<file path="src/rtl/scan_sequencer.sv">
// Channel scan sequencer for a downstream 4-to-16 decoder: walks the enabled
// channels in ascending order with a programmable dwell and a fixed blanking gap.
module scan_sequencer #(
  parameter int unsigned DWELL_W = 8,
  parameter int unsigned BLANK   = 2
) (
  input  logic               clk,
  input  logic               rst_n,
  input  logic               start,
  input  logic               stop,
  input  logic               continuous,
  input  logic [DWELL_W-1:0] dwell,
  input  logic [15:0]        mask,
  output logic [3:0]         sel,
  output logic               dec_enable,
  output logic               busy,
  output logic               chan_strobe,
  output logic               frame_done
);

  localparam logic [1:0] S_IDLE  = 2'd0;
  localparam logic [1:0] S_DWELL = 2'd1;
  localparam logic [1:0] S_BLANK = 2'd2;

  localparam int unsigned BW    = (BLANK > 1) ? $clog2(BLANK) : 1;
  localparam int unsigned BLAST = (BLANK > 0) ? BLANK - 1 : 0;

  logic [1:0]         state, state_d;
  logic [3:0]         sel_d, nxt, nxt_d;
  logic [15:0]        mask_q, mask_d;
  logic [DWELL_W-1:0] dwell_q, dwell_d, cnt, cnt_d;
  logic [BW-1:0]      bcnt, bcnt_d;
  logic               en_d, strobe_d, done_d;
  logic [4:0]         lo, hi;
  logic               last_dwell;

  // Lowest set bit of m at or above index 'from'; bit 4 flags that one exists.
  function automatic logic [4:0] first_from(input logic [15:0] m, input logic [4:0] from);
    logic [4:0] r;
    r = 5'd0;
    for (int i = 15; i >= 0; i--) begin
      if (m[i] && (5'(i) >= from)) r = {1'b1, 4'(i)};
    end
    return r;
  endfunction

  assign lo         = first_from(mask, 5'd0);
  assign hi         = first_from(mask_q, 5'(sel) + 5'd1);
  assign last_dwell = (dwell_q == '0) || (cnt == dwell_q - DWELL_W'(1));

  // Next-state and next-output logic
  always_comb begin
    state_d  = state;
    sel_d    = sel;
    nxt_d    = nxt;
    mask_d   = mask_q;
    dwell_d  = dwell_q;
    cnt_d    = cnt;
    bcnt_d   = bcnt;
    en_d     = 1'b0;
    strobe_d = 1'b0;
    done_d   = 1'b0;

    if (stop) begin
      state_d = S_IDLE;
      sel_d   = 4'd0;
      cnt_d   = '0;
      bcnt_d  = '0;
    end else begin
      case (state)
        S_IDLE: begin
          if (start) begin
            mask_d  = mask;
            dwell_d = dwell;
            cnt_d   = '0;
            if (!lo[4]) begin
              done_d = 1'b1;
            end else begin
              sel_d    = lo[3:0];
              state_d  = S_DWELL;
              en_d     = 1'b1;
              strobe_d = 1'b1;
            end
          end
        end
        S_DWELL: begin
          if (!last_dwell) begin
            cnt_d = cnt + DWELL_W'(1);
            en_d  = 1'b1;
          end else begin
            cnt_d  = '0;
            bcnt_d = '0;
            if (hi[4]) begin
              if (BLANK > 0) begin
                state_d = S_BLANK;
                nxt_d   = hi[3:0];
              end else begin
                sel_d    = hi[3:0];
                en_d     = 1'b1;
                strobe_d = 1'b1;
              end
            end else begin
              done_d = 1'b1;
              if (continuous) begin
                // Frame wrap: recapture so mid-frame edits land here
                mask_d  = mask;
                dwell_d = dwell;
                if (!lo[4]) begin
                  state_d = S_IDLE;
                  sel_d   = 4'd0;
                end else if (BLANK > 0) begin
                  state_d = S_BLANK;
                  nxt_d   = lo[3:0];
                end else begin
                  sel_d    = lo[3:0];
                  en_d     = 1'b1;
                  strobe_d = 1'b1;
                end
              end else begin
                state_d = S_IDLE;
                sel_d   = 4'd0;
              end
            end
          end
        end
        S_BLANK: begin
          if (bcnt == BW'(BLAST)) begin
            bcnt_d   = '0;
            sel_d    = nxt;
            state_d  = S_DWELL;
            en_d     = 1'b1;
            strobe_d = 1'b1;
          end else begin
            bcnt_d = bcnt + BW'(1);
          end
        end
        default: begin
          state_d = S_IDLE;
          sel_d   = 4'd0;
        end
      endcase
    end
  end

  // State and registered outputs
  always_ff @(posedge clk or negedge rst_n) begin
    if (!rst_n) begin
      state       <= S_IDLE;
      sel         <= 4'd0;
      nxt         <= 4'd0;
      mask_q      <= '0;
      dwell_q     <= '0;
      cnt         <= '0;
      bcnt        <= '0;
      dec_enable  <= 1'b0;
      busy        <= 1'b0;
      chan_strobe <= 1'b0;
      frame_done  <= 1'b0;
    end else begin
      state       <= state_d;
      sel         <= sel_d;
      nxt         <= nxt_d;
      mask_q      <= mask_d;
      dwell_q     <= dwell_d;
      cnt         <= cnt_d;
      bcnt        <= bcnt_d;
      dec_enable  <= en_d;
      busy        <= (state_d != S_IDLE);
      chan_strobe <= strobe_d;
      frame_done  <= done_d;
    end
  end

endmodule
</file>
<file path="config.mk">
export PLATFORM = sky130hd
export DESIGN_NAME = scan_sequencer
export DESIGN_NICKNAME = d
export VERILOG_FILES = /design/src/rtl/scan_sequencer.sv
export SDC_FILE = /design/constraint.sdc
export NUM_CORES = 1
export LEC_CHECK = 0
export CAP_MARGIN = 20
export CELL_PAD_IN_SITES_DETAIL_PLACEMENT = 2
export CELL_PAD_IN_SITES_GLOBAL_PLACEMENT = 2
export CORE_ASPECT_RATIO = 1.75
export CORE_MARGIN = 10
export CORE_UTILIZATION = 44
export CTS_CLUSTER_SIZE = 16
export DETAILED_ROUTE_END_ITERATION = 8
export DONT_BUFFER_PORTS = 1
export MAX_ROUTING_LAYER = met4
export PLACE_DENSITY_LB_ADDON = 0.12
export RECOVER_POWER = 25
export SLEW_MARGIN = 15
export SYNTH_ARGS = -nofsm -noshare
export SYNTH_HDL_FRONTEND = slang
export SYNTH_SLANG_ARGS = --single-unit
export TNS_END_PERCENT = 5
</file>
<file path="constraint.sdc">
create_clock -name clk -period 8.6 [get_ports clk]
set_input_delay 0.86 -clock clk [delete_from_list [all_inputs] [get_ports clk]]
set_output_delay 0.86 -clock clk [all_outputs]
set_load 0.01 [all_outputs]
</file>
After elaboration in Yosys (flattened, before gate mapping) --
Index checks and enable logic that the tools add are counted.
Word-level totals: flip-flop bits (word level) 47, bits of input ports 29, output and inout port bits 8, word-level logic and storage cells 159
Operators by class: add/subtract/negate cells 4, $lt $le $gt $ge 16, eq/ne operators 13, mux-type cells 84, bitwise operators 1, reduce and logical (&&, ||, !) cells 30
Operators by type and width (count):
- $mux W5 | 32
- $mux W16 | 4
- $mux W8 | 7
- $ge A4 B5 Y1 const A | 8
- $mux W4 | 10
- $pmux W16 S2 | 1
- $pmux W8 S2 | 2
- $ge A3 B5 Y1 const A | 4
- $logic_and A1 B1 Y1 | 16
- $mux W2 | 8
- $ne A3 B3 Y1 const B | 5
- $mux W1 | 14
- $pmux W4 S3 | 1
- $reduce_and A6 Y1 | 2
- $ge A1 B5 Y1 const A | 2
- $ge A2 B5 Y1 const A | 2
- $add A8 B1 Y8 const B | 1
- $eq A8 B8 Y1 | 1
- $logic_not A8 Y1 | 1
- $ne A2 B2 Y1 const B | 4
- $reduce_bool A2 Y1 | 4
- $sub A8 B1 Y8 const B | 1
- $pmux W1 S2 | 3
- $pmux W2 S3 | 1
- 12 further kinds | 14

Longest topological paths before layout --
Gate-level depths: netlist of the first run.
depth in word-level cells 24, gate-level depth with buffers 13

Worst setup path before layout of the first run --
No wires, ideal clock.
path type register to register, from register sel[0], to register dwell_q[0], setup time 0.125 ns, arrival 3.172 ns, setup slack 5.303 ns, stages on the path, launching flop included 14, path buffers 3, clock period less this slack 3.297 ns, cell sequence dfrtp_1 buf_4 inv_1 ha_1 buf_2 a21o_1 o21ai_0 a21boi_2 a2111o_1 nor4_4 nand4_2 o31ai_4 buf_12 mux2_4
Between the ends: cells in the longest elaborated chain, start to end 21
RTL lines:
- from (decl) | line 14 | output logic [3:0] sel,
- from (signal assigned) | line 161 | sel <= sel_d;
- $add A4 B1 Y5 * | line 48 | assign hi = first_from(mask_q, 5'(sel) + 5'd1);
- $ge A4 B5 Y1 | line 42 | if (m[i] && (5'(i) >= from)) r = {1'b1, 4'(i)};
- $logic_and A1 B1 Y1 | line 42
- $mux W5 (15 in series) | line 42
- $mux W5 * | line 42
- $ne A2 B2 Y1 (no line) *
- $reduce_and A6 Y1 (no line) *
- to (signal assigned) | line 164 | dwell_q <= dwell_d;
- to (decl) | line 31 | logic [DWELL_W-1:0] dwell_q, dwell_d, cnt, cnt_d;
Mark *: on every way between the ends. The rest lies on a longest branch, timed or not. A chain may end at the register's enable or synchronous reset.

Worst setup path in the final report of the first run --
from register sel[0], to register mask_q[12]
Between the ends: cells in the longest elaborated chain, start to end 21
RTL lines:
- $add A4 B1 Y5 * | line 48
- $ge A4 B5 Y1 | line 42
- $logic_and A1 B1 Y1 | line 42
- $mux W5 (15 in series) | line 42
- $mux W5 * | line 42
- $ne A2 B2 Y1 (no line) *
- $reduce_and A6 Y1 (no line) *
- to (signal assigned) | line 163 | mask_q <= mask_d;
- to (decl) | line 30 | logic [15:0] mask_q, mask_d;
Marks and branches as above.

==> results_dict.tcl, run 1 <==
set metrics [dict create \
    hold_buffers 0 \
    max_freq_ghz 0.242 \
    dr.pass1.iters 4 \
    gp_congestion 0.883 \
    cts-buffers-inserted 5 \
    yosys.area_share.simple_pct 18.7 \
    netlist_area_mm2 0.00333 \
    synth_adder_area_share_pct 2.63 \
    num_rows 41 \
    hp-class "input port to asynchronous set/reset pin" \
    die_h_um 135 \
    postCtsResizedCells 0 \
    finalCriticalPeriod_ps 4130 \
    fin_crit_sh_pct 48.0 \
    final_max_slew_viol_count 0 \
    core_area_mm2 0.00728 \
    worstMarginPinSlew_ps 776 \
    cts_tree "yes" \
    num_io_pins 37 \
    initial_core_util_pct 45.7 \
    final_cell_mix "dfrtp_1, a21oi_1, nand2_1" \
    grt_max_degree 48 \
    drive_gt1_share_pct 17.6 \
    synth_nets 379 \
    synthFlopType "dfrtp_1" \
    p_leak_nw 1.48 \
    ys_ff_latch 47 \
    seq_area_frac_synth_pct 35.3 \
    relSlewSlack_pct 47.9 \
    area_growth_pct 3.87 \
    setup_viol 0 \
    die_area_mm2 0.0116 \
    start_kind "flip-flop" \
    synth_top_family_by_area "compound AO/OA/AOI/OAI gates" \
    fin_setup_tns_ps 0 \
    htreeDepth 2 \
    final_common_cell "dfrtp_1" \
    cpMaxStageDelayCell "dfrtp_1" \
    synth_mux_area_share_pct 11.0 \
    netlist_instances 343 \
    required_ps 8770 \
    cp.arrival_ps 4300 \
    cts_root_buffer "clkbuf_16" \
    drt_first_iter_violations 72 \
    vias 2637 \
    grt_overflow_total 0 \
    ys_types 70 \
    worst-setup-path-type "flip-flop to flip-flop" \
    fp.dieW_um 85.8 \
    fin_util_pct 47.5 \
    antenna_found_initial 0 \
    grt_pass1_vias 2968 \
    cap_viol_max_count 0 \
    yosys_warnings 0 \
    power_density_mw_per_mm2 208 \
    place_hpwl_mm 7.72 \
    clockBufferDepth 2 \
    diodes 0 \
    path_cells "inv_1 -> ha_1 -> or3_1 -> a21oi_1 -> a211oi_1 -> a2111o_1 -> nor4_4 -> nand4_2 -> o31ai_4 -> buf_4 -> mux2_2" \
    wl_per_cell_um 23.8 \
    grt_pass1_wl_mm 16.4 \
    hold_viol 0 \
    port_buffers 0 \
    peakVddDrop_uv 114 \
    drt-total-wl_mm 10.0 \
    rsz0062_at_grt "no" \
    nets 372 \
    vias_per_cell 6.25 \
    outcome "complete, no violations" \
    synth_compound_area_share_pct 23.2 \
    path_clk_slew_ps 70 \
    cp_max_fo 24 \
    synth_edf_count 0 \
    antenna_left 0 \
    synthXorXnorAreaFrac_pct 2.89 \
    grt_usage_pct 18.4 \
    endpoint_kind "flip-flop" \
    clkSinkCount 47 \
    clk_latency_ps 290 \
    syn_avg_cell_area_um2 9.71 \
    skew_ps 6.62 \
    crit_path_max_incr_delay_ps 730 \
    async_reset_ff_share_pct 100 \
    postCtsSetupBuffers 0 \
    route.detailed.drc 0 \
]
-- final timing paths --
check,startpoint,end,slack (ps),depth (start not counted)
max in group asynchronous,rst_n,cnt[3],8220,0
min reg2reg,nxt[2],nxt[2],490,1
max,sel[0],mask_q[12],4470,11
max reg2reg,sel[0],mask_q[12],4470,11
min in group clk,nxt[2],nxt[2],490,1
min,rst_n,dwell_q[3],260,0
-- layout make-up --
type | count | area, um2
multi-input cells | 264 | 1950
flip-flops and latches | 47 | 1180
well taps | 86 | 108
fillers | 788 | 3820
clock buffers | 6 | 129
clock inverters | 1 | 30.0
inverters | 17 | 63.8
repair buffers | 1 | 7.51
-- per-stage QoR --
stage          setup slack [ps]  area [um2]  total power [mW]  cells  hold WS [ps]
3_5_place_dp               4450        3300             0.500    415           471
5_1_grt                    4190        3460             0.760    422           245
4_1_cts                    4440        3460             0.724    422           255
3_3_place_gp               4570        3300             0.488    415           461
6_report                   4470        3460             0.719    422           262
2_1_floorplan              5300        3330             0.454    343           450
-- cell usage after synthesis (3+ instances only) --
library cell	count	area, um2
dfrtp_1	47	1180
a21oi_1	26	130
nand2_1	23	86.3
nor2_1	21	78.8
mux2_4	20	300
o21ai_0	20	100
inv_1	17	63.8
nor3_1	9	45.0
xnor2_1	9	78.8
a21o_1	8	60.1
nand2b_1	8	50.1
nand3_1	8	40.0
ha_1	7	87.6
a22o_1	6	52.6
mux2_2	6	67.6
nor2b_1	6	37.5
a211oi_1	5	37.5
nor4_1	5	31.3
o31ai_1	5	37.5
or2_2	5	31.3
or3_1	5	31.3
and3_1	4	25.0
nor3b_1	4	30.0
a31oi_1	3	18.8
buf_2	3	15.0
clkbuf_1	3	11.3
clkbuf_8	3	41.3
nand4_1	3	18.8
o21bai_1	3	22.5
-- per-layer routing --
layer / vias up / GRT usage (%) / share of wire (%)
met1: 1346 / 16.5 / 34
met2: 31 / 35.9 / 60
met4: 0 / 6.89 / 2.5
li1: 1238 / - / -
met5: - / - / 0
met3: 22 / 4.10 / 3.5
-- sequential cells by signal (all words and copies together) (netlist names) --
signal,flops
frame_done,1
bcnt,1
busy,1
chan_strobe,1
state,2
dwell_q,8
sel,4
mask_q,16
cnt,8
nxt,4
dec_enable,1
-- power breakdown --
group / switching, mW / internal (mW)
Clock: 0.0838 / 0.136
Combinational: 0.0956 / 0.0986
Sequential: 0.0448 / 0.260
Total: 0.224 / 0.495
-- critical path: cells and delay by family, from the launching register on --
kind                       cells  cell delay (ps)
AOI/OAI and AO/OA              4              950
adders and majority gates      1              460
buffers and inverters          2              510
DFF                            1              730
muxes                          1              390
and+or+nand+nor                3              950
-- cell families after synthesis --
| family | count (synthesis) |
|---|---|
| adders and majority gates | 7 |
| DFF | 47 |
| buffers and inverters | 32 |
| and+or+nand+nor | 113 |
| xor gates and xnor gates | 11 |
| AOI/OAI and AO/OA | 107 |
| muxes | 26 |
Note: power is estimated with default switching activity, not from simulation.
==> run 2: changes to the inputs <==
--- a/config.mk
+++ b/config.mk
@@ -10,7 +10,7 @@
 export CELL_PAD_IN_SITES_GLOBAL_PLACEMENT = 2
 export CORE_ASPECT_RATIO = 1.75
 export CORE_MARGIN = 10
-export CORE_UTILIZATION = 44
+export CORE_UTILIZATION = 41
 export CTS_CLUSTER_SIZE = 16
 export DETAILED_ROUTE_END_ITERATION = 8
 export DONT_BUFFER_PORTS = 1
==> constraint.sdc (replaced) <==
create_clock -name clk -period 4.15 [get_ports clk]
set_input_delay 0.415 -clock clk [delete_from_list [all_inputs] [get_ports clk]]
set_output_delay 0.415 -clock clk [all_outputs]
set_load 0.01 [all_outputs]
==> results_dict.tcl, run 2 (synthesized netlist as in run 1, its figures left out) <==
set metrics [dict create \
    dr.pass1.iters 4 \
    violations "capacitance limit, slew limit" \
    die_h_um 139 \
    r2r_end "nxt[2]" \
    diodes 0 \
    crit_path_max_incr_delay_ps 860 \
    cp_max_fo 21 \
    grt_usage_pct 19.0 \
    clkSinkCount 47 \
    area_growth_pct 6.72 \
    min_path_cells 1 \
    initial_core_util_pct 42.1 \
    place_hpwl_mm 8.67 \
    min_from "stop" \
    relSlewSlack_pct -74.9 \
    drive_gt1_share_pct 19.7 \
    endpoint_kind "flip-flop" \
    grt_pass1_vias 3138 \
    reg2regPathDepth 10 \
    fin_crit_sh_pct 89.9 \
    wl_per_cell_um 25.5 \
    crit_top_cell "buf_4" \
    grt_pass1_wl_mm 17.6 \
    final_max_slew_viol_count 48 \
    power.total_mw 1.54 \
    hp-class "input port to flip-flop" \
    cts_root_buffer "clkbuf_16" \
    peakVddDrop_uv 213 \
    postCtsSetupBuffers 0 \
    crit_cells 10 \
    setup_viol 0 \
    grt_max_degree 48 \
    final_cell_mix "dfrtp_1, a21oi_1, nand2_1" \
    max_freq_ghz 0.268 \
    cp.arrival_ps 3960 \
    largest_reg_flops 16 \
    final_common_cell "dfrtp_1" \
    worst-setup-path-type "flip-flop to flip-flop" \
    htreeDepth 2 \
    holdPathEnd "frame_done" \
    rsz0062_at_grt "no" \
    required_ps 4380 \
    fillCellCount 864 \
    outcome "complete, but fails checks" \
    cap_viol_max_count 1 \
    start_kind "flip-flop" \
    clockBufferDepth 2 \
    finalCriticalPeriod_ps 3730 \
    worstMarginPinSlew_ps 2620 \
    critPathBufInv 2 \
    seq_area_mm2 0.00118 \
    clk_latency_ps 290 \
    multi_input_area_mm2 0.00195 \
    cts_tree "yes" \
    drt-total-wl_mm 11.1 \
    antenna_left 0 \
    skew_ps 4.64 \
    cpMaxStageDelayCell "dfrtp_1" \
    nets 381 \
    regMostFlops "mask_q" \
    vias_per_cell 6.33 \
    power_density_mw_per_mm2 433 \
    vias 2759 \
    r2r_slack_ps 420 \
    timing.rr.start "sel[2]" \
    final_cell_area_mm2 0.00355 \
    gp_congestion 0.904 \
    antenna_found_initial 0 \
    path_clk_slew_ps 70 \
    grt_overflow_total 0 \
    port_buffers 0 \
    num_io_pins 37 \
    core_area_mm2 0.00791 \
    num_rows 43 \
    p_leak_nw 1.54 \
    cts-buffers-inserted 5 \
    route.detailed.drc 0 \
    die_area_mm2 0.0123 \
    drt_first_iter_violations 106 \
    fin_setup_tns_ps 0 \
    top_regs "mask_q x16, cnt x8, dwell_q x8" \
    path_cells "nand2_1 -> o31ai_2 -> o21ai_0 -> nand3_2 -> nor4_4 -> buf_4 -> a2111o_1 -> a2111oi_1 -> buf_4 -> a21o_1" \
    fp.dieW_um 88.1 \
    place_area_mm2 0.00335 \
    hold_viol 0 \
    critPathTopFamily "compound AO/OA/AOI/OAI gates" \
]
==> run 2: cell types whose count changed in the layout (fill, tap and decap cells not counted) <==
cell,before,now
buf_8,0,1
clkbuf_8,0,1
buf_4,1,7
a2111oi_0,1,0
dlygate4sd3_1,0,1
a2111oi_1,0,1
clkinv_2,0,1
==> run 2: per-stage QoR <==
step / utilization [%] / setup slack, ps / cells / hold WS (ps)
after floorplan: - / 853 / 343 / 119
after global placement: 42.4 / 510 / 425 / 121
after detailed placement: 42.4 / 413 / 425 / 121
after CTS: 45.0 / 247 / 435 / 180
after global routing: 44.9 / 84.0 / 436 / 177
final: 44.9 / 419 / 436 / 183
==> run 2: repair_timing <==
item,4_1_cts,5_1_grt
endpoints found under the hold margin,47,0
endpoints found under the setup margin,0,1
resized for setup,0,1
hold buffers,2,0
==> run 2: how the worst max path moves through the flow <==
| stage | start | endpoint | slack, ps |
|---|---|---|---|
| floorplan | sel[0] | dwell_q[0] | 850 |
| global placement | sel[2] | nxt[2] | 510 |
| detailed placement | sel[2] | nxt[2] | 410 |
| CTS | sel[2] | nxt[2] | 250 |
| global route | sel[2] | nxt[2] | 80 |
| finish | sel[2] | nxt[2] | 420 |
==> run 2: layout make-up <==
| class | instances | share of cell area, % |
|---|---|---|
| Clock inverter | 2 | 0.986 |
| Clock buffer | 6 | 3.91 |
| Multi-Input combinational cell | 264 | 54.8 |
| Timing Repair Buffer | 10 | 2.29 |
| Tap cell | 90 | 3.17 |
| Sequential cell | 47 | 33.1 |
| Inverter | 17 | 1.80 |
==> run 2: power breakdown <==
group | switching (mW) | leakage (nW) | total (mW) | internal [mW]
Combinational | 0.213 | 0.865 | 0.421 | 0.208
Clock | 0.178 | 0.0868 | 0.478 | 0.300
Sequential | 0.0992 | 0.588 | 0.639 | 0.540
Total | 0.490 | 1.54 | 1.54 | 1.05
==> run 2: per-layer routing <==
| metal | up-vias | GRT usage (%) | routed length [um] |
|---|---|---|---|
| li1 | 1259 | - | - |
| met1 | 1402 | 17.1 | 3680 |
| met2 | 65 | 34.6 | 6340 |
| met3 | 33 | 3.39 | 416 |
| met4 | 0 | 11.7 | 682 |
| met5 | - | - | 0 |
==> run 2: worst register-to-register path, stage by stage (launching register included) <==
cell	delay [ps]
dfrtp_1	860
nand2_1	200
o31ai_2	500
o21ai_0	300
nand3_2	200
nor4_4	70
buf_4	170
a2111o_1	530
a2111oi_1	560
buf_4	210
a21o_1	70
==> run 3: changes to the inputs <==
--- a/config.mk
+++ b/config.mk
@@ -10,7 +10,7 @@
 export CELL_PAD_IN_SITES_GLOBAL_PLACEMENT = 2
 export CORE_ASPECT_RATIO = 1.75
 export CORE_MARGIN = 10
-export CORE_UTILIZATION = 41
+export CORE_UTILIZATION = 40
 export CTS_CLUSTER_SIZE = 16
 export DETAILED_ROUTE_END_ITERATION = 8
 export DONT_BUFFER_PORTS = 1
==> results_dict.tcl, run 3 (synthesized netlist as in run 1, its figures left out) <==
set metrics [dict create \
    drt_first_iter_violations 76 \
    worstMarginPinSlew_ps 2600 \
    diodes 0 \
    fillCellCount 914 \
    setup_viol 0 \
    vias_per_cell 6.08 \
    die_area_mm2 0.0125 \
    route.detailed.drc 0 \
    cts-buffers-inserted 5 \
    fp.dieW_um 89.0 \
    worst-setup-path-type "flip-flop to flip-flop" \
    peakVddDrop_uv 277 \
    endpoint_kind "flip-flop" \
    rsz0062_at_grt "no" \
    relSlewSlack_pct -73.2 \
    critPathTopFamily "compound AO/OA/AOI/OAI gates" \
    required_ps 4390 \
    place_area_mm2 0.00335 \
    clkSinkCount 47 \
    crit_path_max_incr_delay_ps 590 \
    drt-total-wl_mm 10.2 \
    num_io_pins 37 \
    nets 380 \
    cp.arrival_ps 4080 \
    antenna_found_initial 0 \
    gp_congestion 0.845 \
    seq_area_mm2 0.00118 \
    multi_input_area_mm2 0.00195 \
    path_cells "ha_1 -> inv_1 -> a2bb2oi_1 -> a211oi_1 -> a2111o_1 -> nor4_4 -> buf_4 -> a2111o_1 -> a2111oi_0 -> buf_4 -> a21o_1" \
    r2r_slack_ps 310 \
    final_common_cell "dfrtp_1" \
    start_kind "flip-flop" \
    grt_overflow_total 0 \
    outcome "complete, but fails checks" \
    initial_core_util_pct 40.6 \
    postCtsSetupBuffers 0 \
    cts_tree "yes" \
    power.total_mw 1.48 \
    grt_pass1_vias 2979 \
    grt_max_degree 48 \
    die_h_um 141 \
    cpMaxStageDelayCell "ha_1" \
    top_regs "mask_q x16, cnt x8, dwell_q x8" \
    power_density_mw_per_mm2 419 \
    p_leak_nw 1.52 \
    final_max_slew_viol_count 48 \
    critPathBufInv 3 \
    cts_root_buffer "clkbuf_16" \
    max_freq_ghz 0.260 \
    wl_per_cell_um 23.4 \
    finalCriticalPeriod_ps 3840 \
    core_area_mm2 0.00820 \
    clk_latency_ps 300 \
    hold_viol 0 \
    area_growth_pct 5.86 \
    grt_pass1_wl_mm 16.6 \
    violations "capacitance limit, slew limit" \
    antenna_left 0 \
    drive_gt1_share_pct 19.4 \
    dr.pass1.iters 4 \
    hp-class "input port to flip-flop" \
    cp_max_fo 11 \
    grt_usage_pct 17.5 \
    regMostFlops "mask_q" \
    fin_setup_tns_ps 0 \
    htreeDepth 2 \
    final_cell_area_mm2 0.00353 \
    fin_crit_sh_pct 92.6 \
    largest_reg_flops 16 \
    path_clk_slew_ps 70 \
    vias 2659 \
    cap_viol_max_count 1 \
    num_rows 44 \
    place_hpwl_mm 8.12 \
    clockBufferDepth 2 \
    fin_hold_ws_ps 184 \
    port_buffers 0 \
    final_cell_mix "dfrtp_1, a21oi_1, nand2_1" \
    skew_ps 9.62 \
]
run 3: timing repair:
| action | CTS | global route |
|---|---|---|
| setup endpoints to repair | 0 | 1 |
| endpoints found under the hold margin | 47 | 0 |
| resized for setup | 0 | 1 |
| hold buffers | 2 | 0 |
run 3: worst paths after layout:
check | startpoint | end | depth (start not counted)
min in group asynchronous | rst_n | nxt[1] | 2
max in group asynchronous | rst_n | mask_q[10] | 2
worst max-delay path | sel[1] | nxt[2] | 11
worst max register to register | sel[1] | nxt[2] | 11
worst min-delay path | stop | frame_done | 1
worst min register to register | nxt[2] | nxt[2] | 1
run 3: cell type report:
type                            count  share of cell area, %
Tap cell                           92                   3.26
Inverter                           17                   1.81
Timing Repair Buffer                9                   1.88
Multi-Input combinational cell    264                   55.3
Sequential cell                    47                   33.4
Clock buffer                        8                   4.44
run 3: routing by layer:
layer	GRT usage, %	part of all wire (%)	vias up
li1	-	-	1255
met1	16.6	35	1375
met2	34.3	61	21
met3	3.12	2.9	8
met4	4.38	1.3	0
met5	-	0	-
run 3: stage by stage:
| step | util, % | worst slack [ps] | std cells |
|---|---|---|---|
| finish | 43.0 | 306 | 437 |
| detailed placement | 40.9 | 218 | 427 |
| floorplan | - | 853 | 343 |
| global route | 43.0 | 124 | 437 |
| global placement | 40.9 | 322 | 427 |
| CTS | 43.2 | 179 | 437 |
run 3: worst reg2reg max path: stages, from the launching register on:
cell and delay (ps):
dfrtp_1 530, ha_1 600, inv_1 200, a2bb2oi_1 200, a211oi_1 440, a2111o_1 260, nor4_4 60, buf_4 170
a2111o_1 550, a2111oi_0 520, buf_4 190, a21o_1 70
run 3: where the power goes:
group | total, mW | leakage [nW] | internal, mW | switching (mW)
clock network | 0.434 | 0.0772 | 0.257 | 0.177
logic | 0.413 | 0.854 | 0.207 | 0.206
registers | 0.630 | 0.588 | 0.540 | 0.0899
